--- src/rtl/aes128_arbiter.sv ---
// Round-robin sharing of one aes128 core between NUM_REQ block streams,
// with key reload on owner change and an in-order tag FIFO for result routing.
module aes128_arbiter #(
    parameter int NUM_REQ         = 4,
    parameter int MAX_BURST       = 16,
    parameter int KEY_WAIT_CYCLES = 11,
    parameter int TAG_DEPTH       = 32
) (
    input  logic                   clk,
    input  logic                   reset_n,
    input  logic [NUM_REQ*128-1:0] req_key,
    input  logic [NUM_REQ*128-1:0] req_data,
    input  logic [NUM_REQ-1:0]     req_valid,
    output logic [NUM_REQ-1:0]     req_ready,
    output logic [127:0]           rsp_data,
    output logic [NUM_REQ-1:0]     rsp_valid,
    output logic [127:0]           aes_key_out,
    output logic                   aes_key_valid_out,
    output logic [127:0]           aes_data_out,
    output logic                   aes_valid_out,
    input  logic [127:0]           aes_data_in,
    input  logic                   aes_valid_in,
    output logic                   busy,
    output logic                   tag_error
);
    localparam int IW = $clog2(NUM_REQ);
    localparam int PW = $clog2(TAG_DEPTH);
    localparam int CW = PW + 1;
    localparam int BW = $clog2(MAX_BURST) + 1;
    localparam int WW = $clog2(KEY_WAIT_CYCLES + 2);

    typedef enum logic [2:0] {
        IDLE, DRAIN, KEY_LOAD, KEY_WAIT, STREAM
    } state_t;

    state_t             state_q, state_d;
    logic [IW-1:0]      rr_q, rr_d;
    logic [IW-1:0]      grant_q, grant_d;
    logic [BW-1:0]      burst_cnt_q, burst_cnt_d;
    logic [WW-1:0]      wait_cnt_q, wait_cnt_d;
    logic               key_loaded_q, key_loaded_d;
    logic [127:0]       loaded_key_q, loaded_key_d;
    logic [127:0]       aes_data_q, aes_data_d;
    logic               aes_valid_q, aes_valid_d;
    logic [127:0]       rsp_data_q, rsp_data_d;
    logic [NUM_REQ-1:0] rsp_valid_q, rsp_valid_d;
    logic               tag_error_q, tag_error_d;
    logic [PW-1:0]      wr_ptr_q, wr_ptr_d;
    logic [PW-1:0]      rd_ptr_q, rd_ptr_d;
    logic [CW-1:0]      count_q, count_d;
    logic [IW-1:0]      tag_mem_q [TAG_DEPTH];

    logic [127:0]  key_arr  [NUM_REQ];
    logic [127:0]  data_arr [NUM_REQ];
    logic [IW-1:0] pick;
    logic          pick_vld;
    logic          fifo_full, fifo_empty;
    logic          hs, push, pop;

    for (genvar g = 0; g < NUM_REQ; g++) begin : g_unpack
        assign key_arr[g]  = req_key[g*128 +: 128];
        assign data_arr[g] = req_data[g*128 +: 128];
    end

    assign fifo_full  = (count_q == CW'(TAG_DEPTH));
    assign fifo_empty = (count_q == '0);
    assign hs   = (state_q == STREAM) && req_valid[grant_q] && !fifo_full;
    assign push = hs;
    assign pop  = aes_valid_in && !fifo_empty;

    // Walk downward so the nearest valid requester after rr wins.
    always_comb begin
        pick     = rr_q;
        pick_vld = 1'b0;
        for (int i = NUM_REQ; i >= 1; i--) begin
            if (req_valid[IW'((int'(rr_q) + i) % NUM_REQ)]) begin
                pick     = IW'((int'(rr_q) + i) % NUM_REQ);
                pick_vld = 1'b1;
            end
        end
    end

    always_comb begin
        state_d           = state_q;
        rr_d              = rr_q;
        grant_d           = grant_q;
        burst_cnt_d       = burst_cnt_q;
        wait_cnt_d        = wait_cnt_q;
        key_loaded_d      = key_loaded_q;
        loaded_key_d      = loaded_key_q;
        aes_key_valid_out = 1'b0;
        aes_key_out       = '0;
        unique case (state_q)
            IDLE: begin
                if (pick_vld) begin
                    grant_d     = pick;
                    rr_d        = pick;
                    burst_cnt_d = '0;
                    if (key_loaded_q && key_arr[pick] == loaded_key_q)
                        state_d = STREAM;
                    else
                        state_d = DRAIN;
                end
            end
            DRAIN: begin
                if (fifo_empty) state_d = KEY_LOAD;
            end
            KEY_LOAD: begin
                aes_key_valid_out = 1'b1;
                aes_key_out       = key_arr[grant_q];
                loaded_key_d      = key_arr[grant_q];
                key_loaded_d      = 1'b1;
                wait_cnt_d        = WW'(KEY_WAIT_CYCLES);
                state_d = (KEY_WAIT_CYCLES == 0) ? STREAM : KEY_WAIT;
            end
            KEY_WAIT: begin
                wait_cnt_d = wait_cnt_q - WW'(1);
                if (wait_cnt_q == WW'(1)) state_d = STREAM;
            end
            STREAM: begin
                if (!req_valid[grant_q]) begin
                    state_d = IDLE;
                end else if (hs) begin
                    burst_cnt_d = burst_cnt_q + BW'(1);
                    if (burst_cnt_q == BW'(MAX_BURST - 1)) state_d = IDLE;
                end
            end
            default: state_d = IDLE;
        endcase
    end

    always_comb begin
        aes_valid_d = hs;
        aes_data_d  = hs ? data_arr[grant_q] : aes_data_q;
        wr_ptr_d    = push ? wr_ptr_q + PW'(1) : wr_ptr_q;
        rd_ptr_d    = pop ? rd_ptr_q + PW'(1) : rd_ptr_q;
        count_d     = count_q;
        if (push && !pop)
            count_d = count_q + CW'(1);
        else if (pop && !push)
            count_d = count_q - CW'(1);
        rsp_valid_d = '0;
        rsp_data_d  = rsp_data_q;
        tag_error_d = tag_error_q;
        if (pop) begin
            rsp_valid_d = NUM_REQ'(1) << tag_mem_q[rd_ptr_q];
            rsp_data_d  = aes_data_in;
        end else if (aes_valid_in) begin
            tag_error_d = 1'b1;
        end
    end

    always_ff @(posedge clk) begin
        if (!reset_n) begin
            state_q      <= IDLE;
            rr_q         <= '0;
            grant_q      <= '0;
            burst_cnt_q  <= '0;
            wait_cnt_q   <= '0;
            key_loaded_q <= 1'b0;
            loaded_key_q <= '0;
            aes_data_q   <= '0;
            aes_valid_q  <= 1'b0;
            rsp_data_q   <= '0;
            rsp_valid_q  <= '0;
            tag_error_q  <= 1'b0;
            wr_ptr_q     <= '0;
            rd_ptr_q     <= '0;
            count_q      <= '0;
        end else begin
            state_q      <= state_d;
            rr_q         <= rr_d;
            grant_q      <= grant_d;
            burst_cnt_q  <= burst_cnt_d;
            wait_cnt_q   <= wait_cnt_d;
            key_loaded_q <= key_loaded_d;
            loaded_key_q <= loaded_key_d;
            aes_data_q   <= aes_data_d;
            aes_valid_q  <= aes_valid_d;
            rsp_data_q   <= rsp_data_d;
            rsp_valid_q  <= rsp_valid_d;
            tag_error_q  <= tag_error_d;
            wr_ptr_q     <= wr_ptr_d;
            rd_ptr_q     <= rd_ptr_d;
            count_q      <= count_d;
        end
    end

    always_ff @(posedge clk) begin
        if (push) tag_mem_q[wr_ptr_q] <= grant_q;
    end

    assign req_ready     = hs ? (NUM_REQ'(1) << grant_q) : '0;
    assign aes_data_out  = aes_data_q;
    assign aes_valid_out = aes_valid_q;
    assign rsp_data      = rsp_data_q;
    assign rsp_valid     = rsp_valid_q;
    assign tag_error     = tag_error_q;
    assign busy          = (state_q != IDLE) || !fifo_empty;
endmodule

--- config.mk ---
export PLATFORM = sky130hd
export DESIGN_NAME = aes128_arbiter
export DESIGN_NICKNAME = d
export VERILOG_FILES = /design/src/rtl/aes128_arbiter.sv
export SDC_FILE = /design/constraint.sdc
export NUM_CORES = 1
export LEC_CHECK = 0
export ABC_AREA = 1
export ABC_CLOCK_PERIOD_IN_PS = 5650
export CORE_AREA = 8 8 592 594
export DETAILED_ROUTE_END_ITERATION = 16
export DIE_AREA = 0 0 600 602
export PLACE_DENSITY = 0.33
export SYNTH_ARGS = -nofsm -noshare
export SYNTH_HDL_FRONTEND = slang
export SYNTH_SLANG_ARGS = --single-unit
--- constraint.sdc ---
create_clock -name clk -period 5.65 [get_ports clk]
set_input_delay 1.4125 -clock clk [delete_from_list [all_inputs] [get_ports clk]]
set_output_delay 1.4125 -clock clk [all_outputs]
set_load 0.03 [all_outputs]
==> flow_summary.ini, run 1 <==
[worst_setup_path]
r2r_cells = 27
cp-start-kind = register
crit_arrival_ps = 3920
path_max_fanout = 74
worstSetupEndpointType = output pin
crit_required_ps = 4240
critPathKind = register to output pin

[die]
initial_utilization_pct = 9.48
rows = 215
die_w_um = 600
fp.dieH_um = 602
core_um2 = 341000
ioPinCount = 1555
design.die.area_um2 = 361000

[synthesis]
yosysUniqueCellTypes = 41
synth_compound_area_share_pct = 22.5
ys_warn_count = 0
synth_xor_area_share_pct = 0.0812
synth_edf_count = 64
synth_ff_type = dfxtp_1
synth_area_um2 = 32300
yosys.area_share.simple_pct = 35.6
synth_nets = 6660
ys_seq_area_share_pct = 32.3
syn_inst = 5482
synth_top_family_by_area = simple AND/OR/NAND/NOR gates
synthAdderAreaFrac_pct = 0.758
avgSynthCellArea_um2 = 5.90
synth_mux_area_share_pct = 0
ys_async_sr_fraction_pct = 0
ys_ff_latch = 490

[timing]
tightest_slew_ps = 1160
max-slew-margin-rel_pct = 21.7
fin_skew_ps = 76.8
finalSetupViolCount = 0
fin_crit_ps = 5330
period_share_pct = 94.3
rsz0062_at_grt = no
hold_viol_final = 0
max_freq_mhz = 188
drv_slew = 0

[power_and_ir_drop]
power_density_nw_per_um2 = 499
p_leak_nw = 21.2
peakVddDrop_v = 0.000325
p_total_mw = 28.3

[global_route]
grt_max_degree = 225
grt_antenna_before_repair = 238
grt_pass1_wl_um = 427000
grt-ovfl-total = 0
grt_use_total_pct = 17.3
grt_pass1_vias = 42800

[detailed_routing]
num_vias = 45226
post_drt_wl_per_cell_um = 28.7
dr.pass1.iters = 6
ant_nets = 0
routed_wl_um = 332000
drcViolationCount = 0
routed_via_density = 3.91
drt_iter0_markers = 4017

[cts]
cts-hold-fix-buffers = 0
cts_inserted_buffers = 85
clockBufferDepth = 4
post_cts_buffers = 0
cts_sinks = 490
cts_tree = yes
worst_skew_pair.late_latency_ps = 820
htreeDepth = 3
cts-root-buf = clkbuf_16
cts-resized-gates = 0
path_clk_slew_ps = 60

[worst_hold_path]
whs_path_depth = 2
min_path_type = register to register

[final_layout]
area_growth_pct = 75.1
drive_gt1_share_pct = 4.87
final_common_cell = clkdlybuf4s50_1
nets = 8060
stdcell_count = 11566
final_cell_mix = clkdlybuf4s50_1, nor2_1, nand2_1

[run_status]
status = finished clean

[place]
dpl.hpwl_um = 271000
io_buffers = 1554
gp_congestion = 0.908
place_inst = 11352

[run]
drv_cap = 0
[cell families after synthesis]
group | count (synthesis)
AOI/OAI and AO/OA | 1376
xor gates and xnor gates | 3
adders and majority gates | 19
buffers and inverters | 725
DFF | 490
and+or+nand+nor | 2869
[cells in the mapped netlist, types with 4 or more instances]
cell type     n  area (um^2)
nor2_1     1306         4900
nand2_1    1054         3960
o21ai_0     946         4730
nand3_1     466         2330
dfxtp_1     426         8530
inv_1       312         1170
clkbuf_1    307         1150
a21oi_1     215         1080
a31oi_1     131          820
edfxtp_1     64         1920
buf_2        62          310
o211ai_1     56          420
buf_1        26         97.6
ha_1         18          225
nand3b_1     16          120
o221ai_1     14          123
nor3_1        9         45.0
buf_4         7         52.6
inv_2         6         22.5
nand4_1       5         31.3
o22ai_1       4         25.0
[state kept, by name (all words and copies together), names as in the netlist, named ones only]
name	count
aes_data_out	128
aes_valid_out	1
burst_cnt_q	5
count_q	6
grant_q	2
key_loaded_q	1
loaded_key_q	128
rd_ptr_q	5
rsp_data	128
rsp_valid	4
state_q	3
tag_error	1
tag_mem_q	64
wait_cnt_q	4
wr_ptr_q	5
[final timing paths]
| kind | start | endpoint | slack (ps) |
|---|---|---|---|
| worst min register to register | burst_cnt_q[4] | burst_cnt_q[4] | 460 |
| worst min-delay path | burst_cnt_q[4] | burst_cnt_q[4] | 460 |
| worst max-delay path | grant_q[0] | aes_key_out[69] | 320 |
| worst max register to register | grant_q[0] | state_q[0] | 600 |
[stage by stage]
stage,util [%],area (um^2),setup TNS (ps),worst slack [ps],hold slack [ps]
after floorplan,-,32300,0,1060,435
after global placement,15.7,53700,-485,-285,451
after detailed placement,15.7,53700,-324,-212,454
after CTS,16.6,56500,0,193,465
after global routing,16.6,56500,0,187,478
final,16.6,56600,0,320,462
[worst max-delay path: stages (launching register included)]
cell,delay [ps]
dfxtp_4,760
inv_8,350
buf_4,370
a21oi_1,140
o21ai_0,110
a21oi_1,390
clkdlybuf4s50_1,840
[layout make-up]
type                       instances  area [um^2]
multi-input combinational       4267        19100
tap                             4557         5700
sequential                       490        10500
timing repair buffer            1718        17200
clock buffer                     115         2390
antenna                           64          160
clock inverter                    35          402
fill                           39386       284000
inverter                         320         1230
[report_power, final]
group          switching, mW  internal (mW)
sequential             0.414           4.20
combinational           12.1           5.93
clock                   2.26           3.32
[per-layer routing]
layer / up-vias / share of wire (%) / GRT usage [%] / routed length [um]
met1: 21683 / 42 / 21.8 / 141000
li1: 20954 / - / - / -
met3: 522 / 8.6 / 5.70 / 28600
met2: 1951 / 45 / 28.2 / 151000
met4: 116 / 3.2 / 4.83 / 10800
met5: - / 0.23 / 0 / 774
(Power assumes the default switching activity.)
==> run 2, diff against run 1 <==
--- a/config.mk
+++ b/config.mk
@@ -11,6 +11,7 @@
 export DETAILED_ROUTE_END_ITERATION = 16
 export DIE_AREA = 0 0 600 602
 export PLACE_DENSITY = 0.33
+export SKIP_LAST_GASP = 1
 export SYNTH_ARGS = -nofsm -noshare
 export SYNTH_HDL_FRONTEND = slang
 export SYNTH_SLANG_ARGS = --single-unit
==> constraint.sdc (replaced) <==
create_clock -name clk -period 5.65 [get_ports clk]
set_input_delay 1.695 -clock clk [delete_from_list [all_inputs] [get_ports clk]]
set_output_delay 1.695 -clock clk [all_outputs]
set_load 0.03 [all_outputs]
==> run 2 against run 1 <==
Against the previous run: cell count increased by 0.56%; clock skew increased by 23 ps; largest cell class unchanged; die area unchanged.
==> flow_summary.ini, run 2 (synthesis results as in run 1) <==
[power_and_ir_drop]
peakVddDrop_v = 0.000478
p_leak_nw = 21.8
power_density_nw_per_um2 = 504
p_total_mw = 29.1

[timing]
holdWs_ps = 469
rsz0062_at_grt = no
fin_crit_ps = 5470
tightest_slew_ps = 1180
period_share_pct = 96.8
drv_slew = 0
finalSetupViolCount = 0
hold_viol_final = 0
fin_skew_ps = 100
max_freq_mhz = 183
max-slew-margin-rel_pct = 20.6

[run]
drv_cap = 0

[final_layout]
seqCellArea_um2 = 10500
multiInputGateArea_um2 = 19100
area_growth_pct = 78.4
fin_util_pct = 16.9
final_cell_area_um2 = 57700
fillers = 39230
drive_gt1_share_pct = 6.16
final_cell_mix = clkdlybuf4s50_1, nor2_1, nand2_1
final_common_cell = clkdlybuf4s50_1
nets = 8123

[place]
dpl.hpwl_um = 270000
placed_area_um2 = 54700
io_buffers = 1554
gp_congestion = 0.914

[cts]
cts_tree = yes
cts-hold-fix-buffers = 0
cts_sinks = 490
clockBufferDepth = 4
worst_skew_pair.late_latency_ps = 820
htreeDepth = 3
path_clk_slew_ps = 50
cts_inserted_buffers = 85
cts-root-buf = clkbuf_16

[worst_setup_path]
r2r_cells = 29
path_max_fanout = 2
worstSetupEndpointType = output pin
crit_required_ps = 3950
critPathKind = input pin to output pin
r2r-end = state_q[0]
rr_startpoint = grant_q[1]
cp-endpoint = aes_key_out[87]
crit_path_start = req_key[87]
crit_arrival_ps = 3770
cp-start-kind = input pin
rrSetupSlack_ps = 400

[die]
die_w_um = 600
core_um2 = 341000
ioPinCount = 1555
rows = 215
design.die.area_um2 = 361000
initial_utilization_pct = 9.48
fp.dieH_um = 602

[worst_hold_path]
min_path_type = register to register
whs_path_depth = 2
hp-start = burst_cnt_q[4]

[detailed_routing]
routed_wl_um = 330000
dr.pass1.iters = 7
drt_iter0_markers = 3566
num_vias = 45461
ant_nets = 0
routed_via_density = 3.91
post_drt_wl_per_cell_um = 28.3
drcViolationCount = 0

[global_route]
grt-ovfl-total = 0
grt_pass1_vias = 43367
grt_pass1_wl_um = 427000
grt_max_degree = 206
grt_antenna_before_repair = 233
grt_use_total_pct = 17.3

[run_status]
status = finished clean
==> run 2: changes by cell type in the layout (fill, tap and decap cells not counted), moves of 3 or more <==
cell | previous run | this run
dlymetal6s2s_1 | 0 | 3
clkinv_2 | 10 | 16
clkinv_1 | 11 | 6
buf_4 | 158 | 190
clkbuf_8 | 9 | 14
buf_12 | 38 | 89
clkbuf_1 | 18 | 15
clkdlybuf4s50_1 | 1521 | 1497
==> run 2: stage by stage <==
stage / instances / setup WS (ps) / TNS [ps]
finish: 11631 / 181 / 0
global route: 11591 / 56.5 / 0
CTS: 11567 / 37.0 / 0
detailed placement: 11415 / -817 / -1510
global placement: 11415 / -975 / -1830
floorplan: 5482 / 779 / 0
==> run 2: worst min-delay path by stage <==
stage / end / slack [ps]
after floorplan: burst_cnt_q[4] / 440
after global placement: burst_cnt_q[4] / 450
after detailed placement: tag_error / 460
after CTS: tag_error / 470
after global routing: burst_cnt_q[4] / 490
final: burst_cnt_q[4] / 470
==> run 2: per-layer routing <==
layer	GRT usage [%]	up-vias	share of wire, %
li1	-	21102	-
met1	22.1	21800	43
met2	28.2	1952	46
met3	5.18	499	8.1
met4	4.49	108	3.0
met5	0	-	0.22
==> run 2: what timing repair did <==
item,CTS,global route
buffers inserted,0,0
resized for setup,1,4
pin swaps,0,0
setup endpoints to repair,1,5
cloned,0,0
==> run 2: cell type report <==
type	instances	area share [%]
flip-flops and latches	490	18.1
inverters	320	2.13
multi-input cells	4267	33.1
diodes	64	0.278
clock inverters	36	0.674
repair buffers	1781	31.6
clock buffers	116	4.20
well taps	4557	9.88
==> run 2: critical path: stages <==
cell,delay [ps]
clkdlybuf4s50_1,520
nor2_1,60
nor2_1,100
o21ai_0,210
a21oi_1,420
clkdlybuf4s50_1,770
==> run 2: power by group <==
group	switching (mW)	internal (mW)	leakage, nW
registers	0.407	4.20	4.06
logic	12.3	6.63	16.3
clock network	2.26	3.32	1.39
